## config.mk

```make
export PLATFORM = sky130hd
export DESIGN_NAME = i2c_target_regif
export DESIGN_NICKNAME = d
export VERILOG_FILES = /design/src/rtl/i2c_target_regif.sv
export SDC_FILE = /design/constraint.sdc
export NUM_CORES = 1
export LEC_CHECK = 0
export ABC_CLOCK_PERIOD_IN_PS = 2080
export CAP_MARGIN = 40
export CORE_MARGIN = 4
export CORE_UTILIZATION = 52
export CTS_BUF_LIST = sky130_fd_sc_hd__clkbuf_16
export DETAILED_ROUTE_END_ITERATION = 10
export GPL_ROUTABILITY_DRIVEN = 0
export PLACE_DENSITY = 0.79
export SYNTH_ARGS = -nofsm -noshare
export SYNTH_HDL_FRONTEND = slang
export SYNTH_SLANG_ARGS = --single-unit
```

## constraint.sdc

```tcl
create_clock -name clk -period 2.08 [get_ports clk]
set_input_delay 0.416 -clock clk [delete_from_list [all_inputs] [get_ports clk]]
set_output_delay 0.416 -clock clk [all_outputs]
set_load 0.01 [all_outputs]
```

## src/rtl/i2c_target_regif.sv

```systemverilog
// I2C write-target feeding single-cycle strobes into the config register bank.
// Optional read path (addr+R, shifting reg_rdata out) is enabled by defining I2C_READ_EN.
module i2c_target_regif #(
  parameter logic [6:0] I2C_ADDR    = 7'h70,
  parameter int         NUM_REGS    = 32,
  parameter int         SYNC_STAGES = 2
) (
  input  logic       clk,
  input  logic       rst_n,
  input  logic       scl_i,
  input  logic       sda_i,
  output logic       sda_oe,
  output logic       reg_we,
  output logic [7:0] reg_addr,
  output logic [7:0] reg_wdata,
  input  logic [7:0] reg_rdata,
  output logic       busy,
  output logic [3:0] dbg_state
);

  typedef enum logic [3:0] {
    IDLE, ADDR, ADDR_ACK, SUB, SUB_ACK, WDATA, WDATA_ACK, RDATA, RDATA_ACK, IGNORE
  } state_t;

  localparam logic [8:0] NUM_REGS_W = 9'(NUM_REGS);

  // Pad synchronisers; idle bus level is high, so they reset to 1 (SYNC_STAGES >= 2).
  logic [SYNC_STAGES-1:0] r_scl_sync, r_sda_sync;
  logic                   r_scl_d, r_sda_d;
  logic                   w_scl, w_sda;

  always_ff @(posedge clk or negedge rst_n) begin
    if (!rst_n) begin
      r_scl_sync <= '1;
      r_sda_sync <= '1;
      r_scl_d    <= 1'b1;
      r_sda_d    <= 1'b1;
    end else begin
      r_scl_sync <= {r_scl_sync[SYNC_STAGES-2:0], scl_i};
      r_sda_sync <= {r_sda_sync[SYNC_STAGES-2:0], sda_i};
      r_scl_d    <= w_scl;
      r_sda_d    <= w_sda;
    end
  end

  assign w_scl = r_scl_sync[SYNC_STAGES-1];
  assign w_sda = r_sda_sync[SYNC_STAGES-1];

  logic w_scl_rise, w_scl_fall, w_start, w_stop;
  assign w_scl_rise = w_scl & ~r_scl_d;
  assign w_scl_fall = ~w_scl & r_scl_d;
  assign w_start    = r_scl_d & w_scl & r_sda_d & ~w_sda;
  assign w_stop     = r_scl_d & w_scl & ~r_sda_d & w_sda;

  state_t     r_state, state_nxt;
  logic [3:0] r_bit_cnt;
  logic [7:0] r_shift;
  logic       r_we_pend;
  logic       r_sda_oe;
  logic       r_busy;

  logic w_byte_full, w_addr_ok, w_sub_ok, w_reg_ok, w_read, w_in_data, w_in_ack, w_we_trig;
  logic w_oe_nxt;

  assign w_byte_full = (r_bit_cnt == 4'd8);
  assign w_sub_ok    = ({1'b0, r_shift} < NUM_REGS_W);
  assign w_reg_ok    = ({1'b0, reg_addr} < NUM_REGS_W);
  assign w_in_data   = (r_state == ADDR) || (r_state == SUB) || (r_state == WDATA) ||
                       (r_state == RDATA);
  assign w_in_ack    = (r_state == ADDR_ACK) || (r_state == SUB_ACK) ||
                       (r_state == WDATA_ACK) || (r_state == RDATA_ACK);
  assign w_we_trig   = (r_state == WDATA) && w_scl_rise && (r_bit_cnt == 4'd7) && w_reg_ok;

`ifdef I2C_READ_EN
  logic       r_rw;
  logic       r_host_ack;
  logic [7:0] r_tx, w_tx_nxt;
  assign w_addr_ok = (r_shift[7:1] == I2C_ADDR);
  assign w_read    = r_rw;
`else
  logic w_unused_rdata;
  assign w_unused_rdata = ^reg_rdata;
  assign w_addr_ok      = (r_shift[7:1] == I2C_ADDR) && !r_shift[0];
  assign w_read         = 1'b0;
`endif

  // Decisions are taken on the SCL falling edge that ends the 8th bit, so the
  // ACK/NAK level is in place for the whole 9th clock.
  always_comb begin
    state_nxt = r_state;
    if (w_start) begin
      state_nxt = ADDR;
    end else if (w_stop) begin
      state_nxt = IDLE;
    end else if (w_scl_fall) begin
      case (r_state)
        ADDR:      if (w_byte_full) state_nxt = w_addr_ok ? ADDR_ACK : IGNORE;
        SUB:       if (w_byte_full) state_nxt = w_sub_ok ? SUB_ACK : IGNORE;
        WDATA:     if (w_byte_full) state_nxt = w_reg_ok ? WDATA_ACK : IGNORE;
        ADDR_ACK:  state_nxt = w_read ? RDATA : SUB;
        SUB_ACK:   state_nxt = WDATA;
        WDATA_ACK: state_nxt = WDATA;
`ifdef I2C_READ_EN
        RDATA:     if (w_byte_full) state_nxt = RDATA_ACK;
        RDATA_ACK: state_nxt = r_host_ack ? RDATA : IGNORE;
`endif
        default:   ;
      endcase
    end
  end

`ifdef I2C_READ_EN
  always_comb begin
    w_tx_nxt = r_tx;
    if ((state_nxt == RDATA) && (r_state != RDATA)) w_tx_nxt = reg_rdata;
    else if ((r_state == RDATA) && w_scl_fall)     w_tx_nxt = {r_tx[6:0], 1'b0};
  end
`endif

  always_comb begin
    w_oe_nxt = 1'b0;
    case (state_nxt)
      ADDR_ACK, SUB_ACK, WDATA_ACK: w_oe_nxt = 1'b1;
`ifdef I2C_READ_EN
      RDATA:                        w_oe_nxt = ~w_tx_nxt[7];
`endif
      default:                      w_oe_nxt = 1'b0;
    endcase
  end

  always_ff @(posedge clk or negedge rst_n) begin
    if (!rst_n) begin
      r_state   <= IDLE;
      r_bit_cnt <= 4'd0;
      r_shift   <= 8'd0;
      r_we_pend <= 1'b0;
      r_sda_oe  <= 1'b0;
      r_busy    <= 1'b0;
      reg_we    <= 1'b0;
      reg_addr  <= 8'd0;
      reg_wdata <= 8'd0;
    end else begin
      r_state   <= state_nxt;
      r_sda_oe  <= w_oe_nxt;
      r_busy    <= (state_nxt != IDLE) && (state_nxt != IGNORE);
      r_we_pend <= w_we_trig;
      reg_we    <= r_we_pend;
      if (r_we_pend) reg_wdata <= r_shift;

      if (w_start || (w_scl_fall && w_in_ack)) begin
        r_bit_cnt <= 4'd0;
      end else if (w_scl_rise && w_in_data && !w_byte_full) begin
        r_bit_cnt <= r_bit_cnt + 4'd1;
        r_shift   <= {r_shift[6:0], w_sda};
      end

      if ((r_state == SUB) && w_scl_fall && w_byte_full) reg_addr <= r_shift;
      else if ((r_state == WDATA_ACK) && w_scl_fall)     reg_addr <= reg_addr + 8'd1;
`ifdef I2C_READ_EN
      else if ((r_state == RDATA) && w_scl_fall && w_byte_full) reg_addr <= reg_addr + 8'd1;
`endif
    end
  end

`ifdef I2C_READ_EN
  always_ff @(posedge clk or negedge rst_n) begin
    if (!rst_n) begin
      r_rw       <= 1'b0;
      r_host_ack <= 1'b0;
      r_tx       <= 8'd0;
    end else begin
      r_tx <= w_tx_nxt;
      if ((r_state == ADDR) && w_scl_fall && w_byte_full) r_rw <= r_shift[0];
      if ((r_state == RDATA_ACK) && w_scl_rise)          r_host_ack <= ~w_sda;
    end
  end
`endif

  assign sda_oe    = r_sda_oe;
  assign busy      = r_busy;
  assign dbg_state = r_state;

endmodule

```

# == After elaboration in Yosys (flattened, before gate mapping) ==
# Cells that the tools add are included.
# Widths: inputs -> output; s select.
# word_totals
ff_bits,42
latch_bits,0
mem_bits_rw,0
mem_bits_ro,0
input_bits,12
output_inout_bits,23
word_cells,85
mem_count,0
# op_classes
n_addsub,2
multipliers,0
n_div,0
n_lt_le_gt_ge,2
eq_ne,15
shifts,0
mux,15
n_bitwise,12
n_reduce_logical,26
# op_table
op,count
$mux 4,11
$eq 4x3->1 const B,7
$pmux 4 s5,1
$lt 8x6->1 const B,2
$mux 8,2
$eq 4x2->1 const B,3
$logic_and 1x1->1,11
$add 8x1->8 const B,1
$eq 4x4->1 const B,2
$and 1x1->1,7
$eq 7x7->1 const B,1
$logic_or 1x1->1,7
$not 1->1,5
$add 4x1->4 const B,1
$eq 4x1->1 const B,1
$ne 4x4->1 const B,1
$reduce_bool 2->1,2
$reduce_bool 4->1,1
$reduce_or 3->1,1
$logic_not 1->1,2
$reduce_and 2->1,1
$reduce_or 2->1,1
$mux 1,1

# == Depth between registers and ports, before layout ==
# depth
depth_word,11
mapped_depth,8
depth_no_buf,8

# == Worst setup path before layout ==
# No wires, ideal clock.
# synth_timing
path_type,flip-flop to flip-flop
from,"register r_state[3], in the netlist dbg_state[3]"
to,"register r_busy, in the netlist busy"
setup_ps,143
arrival_ps,1700
path_slack_ps,237
path_stages_with_launch,7
n_path_buf,1
synth_period_minus_slack_ps,1843
cell_sequence,dfrtp_1 > clkbuf_2 > or4b_1 > a31oi_1 > a311oi_1 > a21oi_1 > o221ai_1
# synth_between
elab_chain_len,8
elab_cells_between_ends,17
cone_classes,eq/ne: 7; mux: 7; reduce/logical: 3
# synth_lines
element,line_no,rtl
start: declaration,55,"state_t r_state, state_nxt;"
start signal: assignment,143,r_state <= state_nxt;
$eq 4x3->1,96,case (r_state)
$reduce_or 2->1 (no line),-,
$pmux 4 s5,96,
$mux 4 (*),95,end else if (w_scl_fall) begin
$mux 4 (*),93,end else if (w_stop) begin
$mux 4 (*),91,if (w_start) begin
named net state_nxt[3],55,
$ne 4x4->1 or $reduce_bool 4->1 (tied branches),145,r_busy <= (state_nxt != IDLE) && (state_nxt != IGNORE);
$logic_and 1x1->1 (*),145,
end signal: assignment,145,
end: declaration,60,logic r_busy;
# The timed path passes the listed nets; every way through them passes the cells marked *.
# A chain may end at the register's enable or synchronous reset.

# == Worst setup path in the final report ==
# layout_timing
from,"register r_state[3], in the netlist dbg_state[3]"
to,"register r_sda_oe, in the netlist sda_oe"
# layout_between
elab_chain_len,9
elab_cells_between_ends,19
cone_classes,eq/ne: 9; mux: 8; reduce/logical: 2
# layout_lines
element,line_no,rtl
$eq 4x3->1,96,
$reduce_or 2->1 (no line),-,
$pmux 4 s5 (*),96,
$mux 4 (*),95,
$mux 4 (*),93,
$mux 4 (*),91,
named net state_nxt[0],55,
$eq 4x2->1 or $eq 4x3->1 (tied branches),122,case (state_nxt)
$reduce_or 3->1 (*),122,
$mux 1 (*),122,
named net w_oe_nxt,63,logic w_oe_nxt;
end signal: assignment,144,r_sda_oe <= w_oe_nxt;
end: declaration,59,logic r_sda_oe;
# Marked as above.

==> reports/qor.csv <==
stage,metric,value,unit
status,status,finished clean,
clock_tree,clk sinks,42,
critical_path,crit path cell chain,"or3b_4, nor3_4, o311ai_1, o21ai_1, inv_1, nor3_2",
die,Die Ht,70.7,um
yosys,main combinational cell family by area after synthesis,simple AND/OR/NAND/NOR gates,
pwr,Leakage,1.10,nW
yosys,Post-Synth XOR/XNOR Area,0.0214,
run,max cap viols,0,
yosys,mux contribution to synthesized area,0.0931,
route,via count,1584,
timing,endpoints failing hold,0,
placement,pre-CTS setup slack,0.106,ns
critical_path,FF-to-FF Start,dbg_state[3],
timing,final number of max-transition violations,0,
finish,layout cells sized above 1,0.207,
yosys,register bit total from synthesis,42,
route,Post-DRT Antenna Nets,0,
yosys,synthesized area,2040,um^2
die,I/O pin cnt,35,
finish,Fillers,273,
route,1st-iter DRT viols,145,
timing,Tmin final,2.00,ns
yosys,synth top area cells,"dfrtp_1, mux2_2, dfstp_2",
clock_tree,CTS Buffer Depth,2,
timing,Worst-Margin Slew,0.512,ns
clock_tree,CTS tree,built,
critical_path,critical path launch point type,flip-flop,
yosys,"Avg Cell Area, Syn",11.0,um^2
finish,nets,231,
yosys,sequential share of the synthesized area,0.518,
route,routed wire length,4410,um
die,Row Count,22,
clock_tree,CTS HTree Levels,2,
timing,setup TNS,0,ns
clock_tree,CTS resizes,0,
placement,estimated wirelength of the detail-placed design,2900,um
timing,final-report setup violation count,0,
die,core region area,3720,um^2
global_routing,vias in the first global route,1546,
yosys,"top cells by count, synth","dfrtp_1, mux2_2, nand2_1",
critical_path,Reg2Reg Depth,6,
yosys,top-area cell type share of the netlist area,0.441,
critical_path,"critical path fanouts, max",12,
yosys,Synth Net Count,201,
clock_tree,postcts setup bufs,0,
clock_tree,Worst-Skew Late Latency,0.29,ns
yosys,"FFs w/ async S/R, synth",1.00,
pwr,Design Power,2.96,mW
yosys,warnings from Yosys,0,
global_routing,GRT Util Overall,0.183,
placement,# port buffers,26,
timing,Hold WS,0.187,ns
die,die area,4990,um^2
clock_tree,clk root buf,clkbuf_16,
yosys,Compound-Gate Fraction of Synth Area,0.119,
yosys,Cells after Synth,186,
clock_tree,CTS buffer count,5,
critical_path,Worst Setup End Kind,flip-flop,
yosys,"EDFF count, synth",0,
yosys,cell taking the most area after synthesis,dfrtp_1,
critical_path,worst endpoint required time,2.28,ns
yosys,ys flop type,dfrtp_1,
finish,Final Non-Filler Cells,265,
route,vias per cell,5.98,
clock_tree,Post-CTS Hold Buffers,0,
route,DR WL/cell,16.6,um
global_routing,Overflow after GRT,0,
yosys,Yosys cell types,51,
critical_path,Critical Path AT,2.20,ns
global_routing,first-pass GRT wire length,7220,um
clock_tree,Worst-path clk slew,0.06,ns
hold_path,worst hold-check path type,primary input to asynchronous set/reset pin,
yosys,Synth Area in Adders,0.0184,
critical_path,WS Path Type,flip-flop to flip-flop,
critical_path,"slowest stage cell, crit path",dfrtp_1,
timing,final worst path period share,0.963,
pwr,PwrDens,1140,nW/um^2
timing,worst setup margin,0.0774,ns
finish,Inserted Diodes,0,
die,Die Width,70.7,um
timing,slew margin rel.,0.659,
critical_path,worst flop-to-flop path endpoint,sda_oe,
timing,Max Fclk,499,MHz
route,First-pass DRT Iterations,4,
finish,Area Growth Syn to Fin,26.5,%
critical_path,Crit path largest cell delay,0.53,ns
die,Initial Util,0.549,
timing,Clock Skews,0.00778,ns
pwr,VDD IR max,815,uV
global_routing,pin count of the biggest net entering global routing,43,
yosys,Simple-Gate Fraction of Synth Area,0.200,
critical_path,r2r setup slk,0.08,ns
placement,placed cell count,257,
route,drt drc,0,
global_routing,initial antenna violation count,0,
yosys,top-count cell post-synth,dfrtp_1,
metrics by stage:
step / utilization / cell area (um^2)
after global placement: 0.636 / 2360
after global routing: 0.695 / 2580
after detailed placement: 0.636 / 2360
after CTS: 0.688 / 2560
after floorplan: - / 2040
final: 0.695 / 2580
power by group:
group	internal, mW	switching [mW]	leakage, nW
logic	0.400	0.364	0.462
clock network	0.689	0.312	0.0940
registers	0.966	0.224	0.545
total	2.06	0.901	1.10
worst max path at each step:
stage,to,slack (ns),cells past startpoint,startpoint
2_1_floorplan,busy,0.24,6,dbg_state[3]
3_3_place_gp,busy,0.21,5,dbg_state[3]
3_5_place_dp,busy,0.11,5,dbg_state[3]
4_1_cts,busy,0.08,5,dbg_state[3]
5_1_grt,sda_oe,-0.03,6,dbg_state[3]
6_report,sda_oe,0.08,6,dbg_state[3]
cell type report:
type / count / area (um^2) / area share
inverter: 5 / 18.8 / 0.00727
sequential: 42 / 1060 / 0.410
timing repair buffer: 32 / 300 / 0.116
clock buffer: 5 / 125 / 0.0484
clock inverter: 3 / 68.8 / 0.0266
multi-input combinational: 130 / 951 / 0.368
tap: 48 / 60.1 / 0.0233
worst max-delay path: cells and delay by family, from the launching register on:
family | cells | cell delay (ns)
flip-flops | 1 | 0.53
AO/OA/AOI/OAI | 2 | 0.36
AND/OR/NAND/NOR | 3 | 0.95
buffers and inverters | 1 | 0.09
placed cells by master, fill, tap and decap left out, drive strengths merged, types with 3 or more instances in the layout:
cell,netlist,layout
a31oi,3,3
inv,5,5
nand4b,3,3
nor2b,3,3
and3,4,4
dfstp,6,6
mux2,16,16
nand3b,4,4
dfrtp,36,36
o21ai,14,14
clkdlybuf4s50,0,25
buf,4,7
nand3,7,7
xor2,3,3
nor2,12,12
o311ai,3,3
nor3b,3,3
a21boi,3,3
clkbuf,5,5
nand2,15,15
ha,3,3
nor3,5,5
sequential cells by signal (all words and copies together) (netlist names):
signal and count:
r_shift 8, reg_wdata 8, sda_oe 1, dbg_state 4, r_scl_sync 2, r_scl_d 1
r_bit_cnt 4, reg_addr 8, r_sda_sync 2, r_we_pend 1, r_sda_d 1, reg_we 1
busy 1
routing by layer:
layer / vias to the layer above / global-route usage / routed length [um]
met2: 53 / 0.302 / 2270
li1: 749 / - / -
met1: 776 / 0.231 / 1840
met5: - / 0 / 0
met3: 6 / 0.0483 / 246
met4: 0 / 0.0668 / 48
logic make-up (layout without fill, tap and decap cells):
group / after synthesis / in the layout
adders and majority gates: 3 / 3
buffers and inverters: 14 / 45
DFF: 42 / 42
xor gates and xnor gates: 5 / 5
muxes: 17 / 17
and+or+nand+nor: 69 / 69
AOI/OAI and AO/OA: 36 / 36
(Power assumes the default switching activity.)
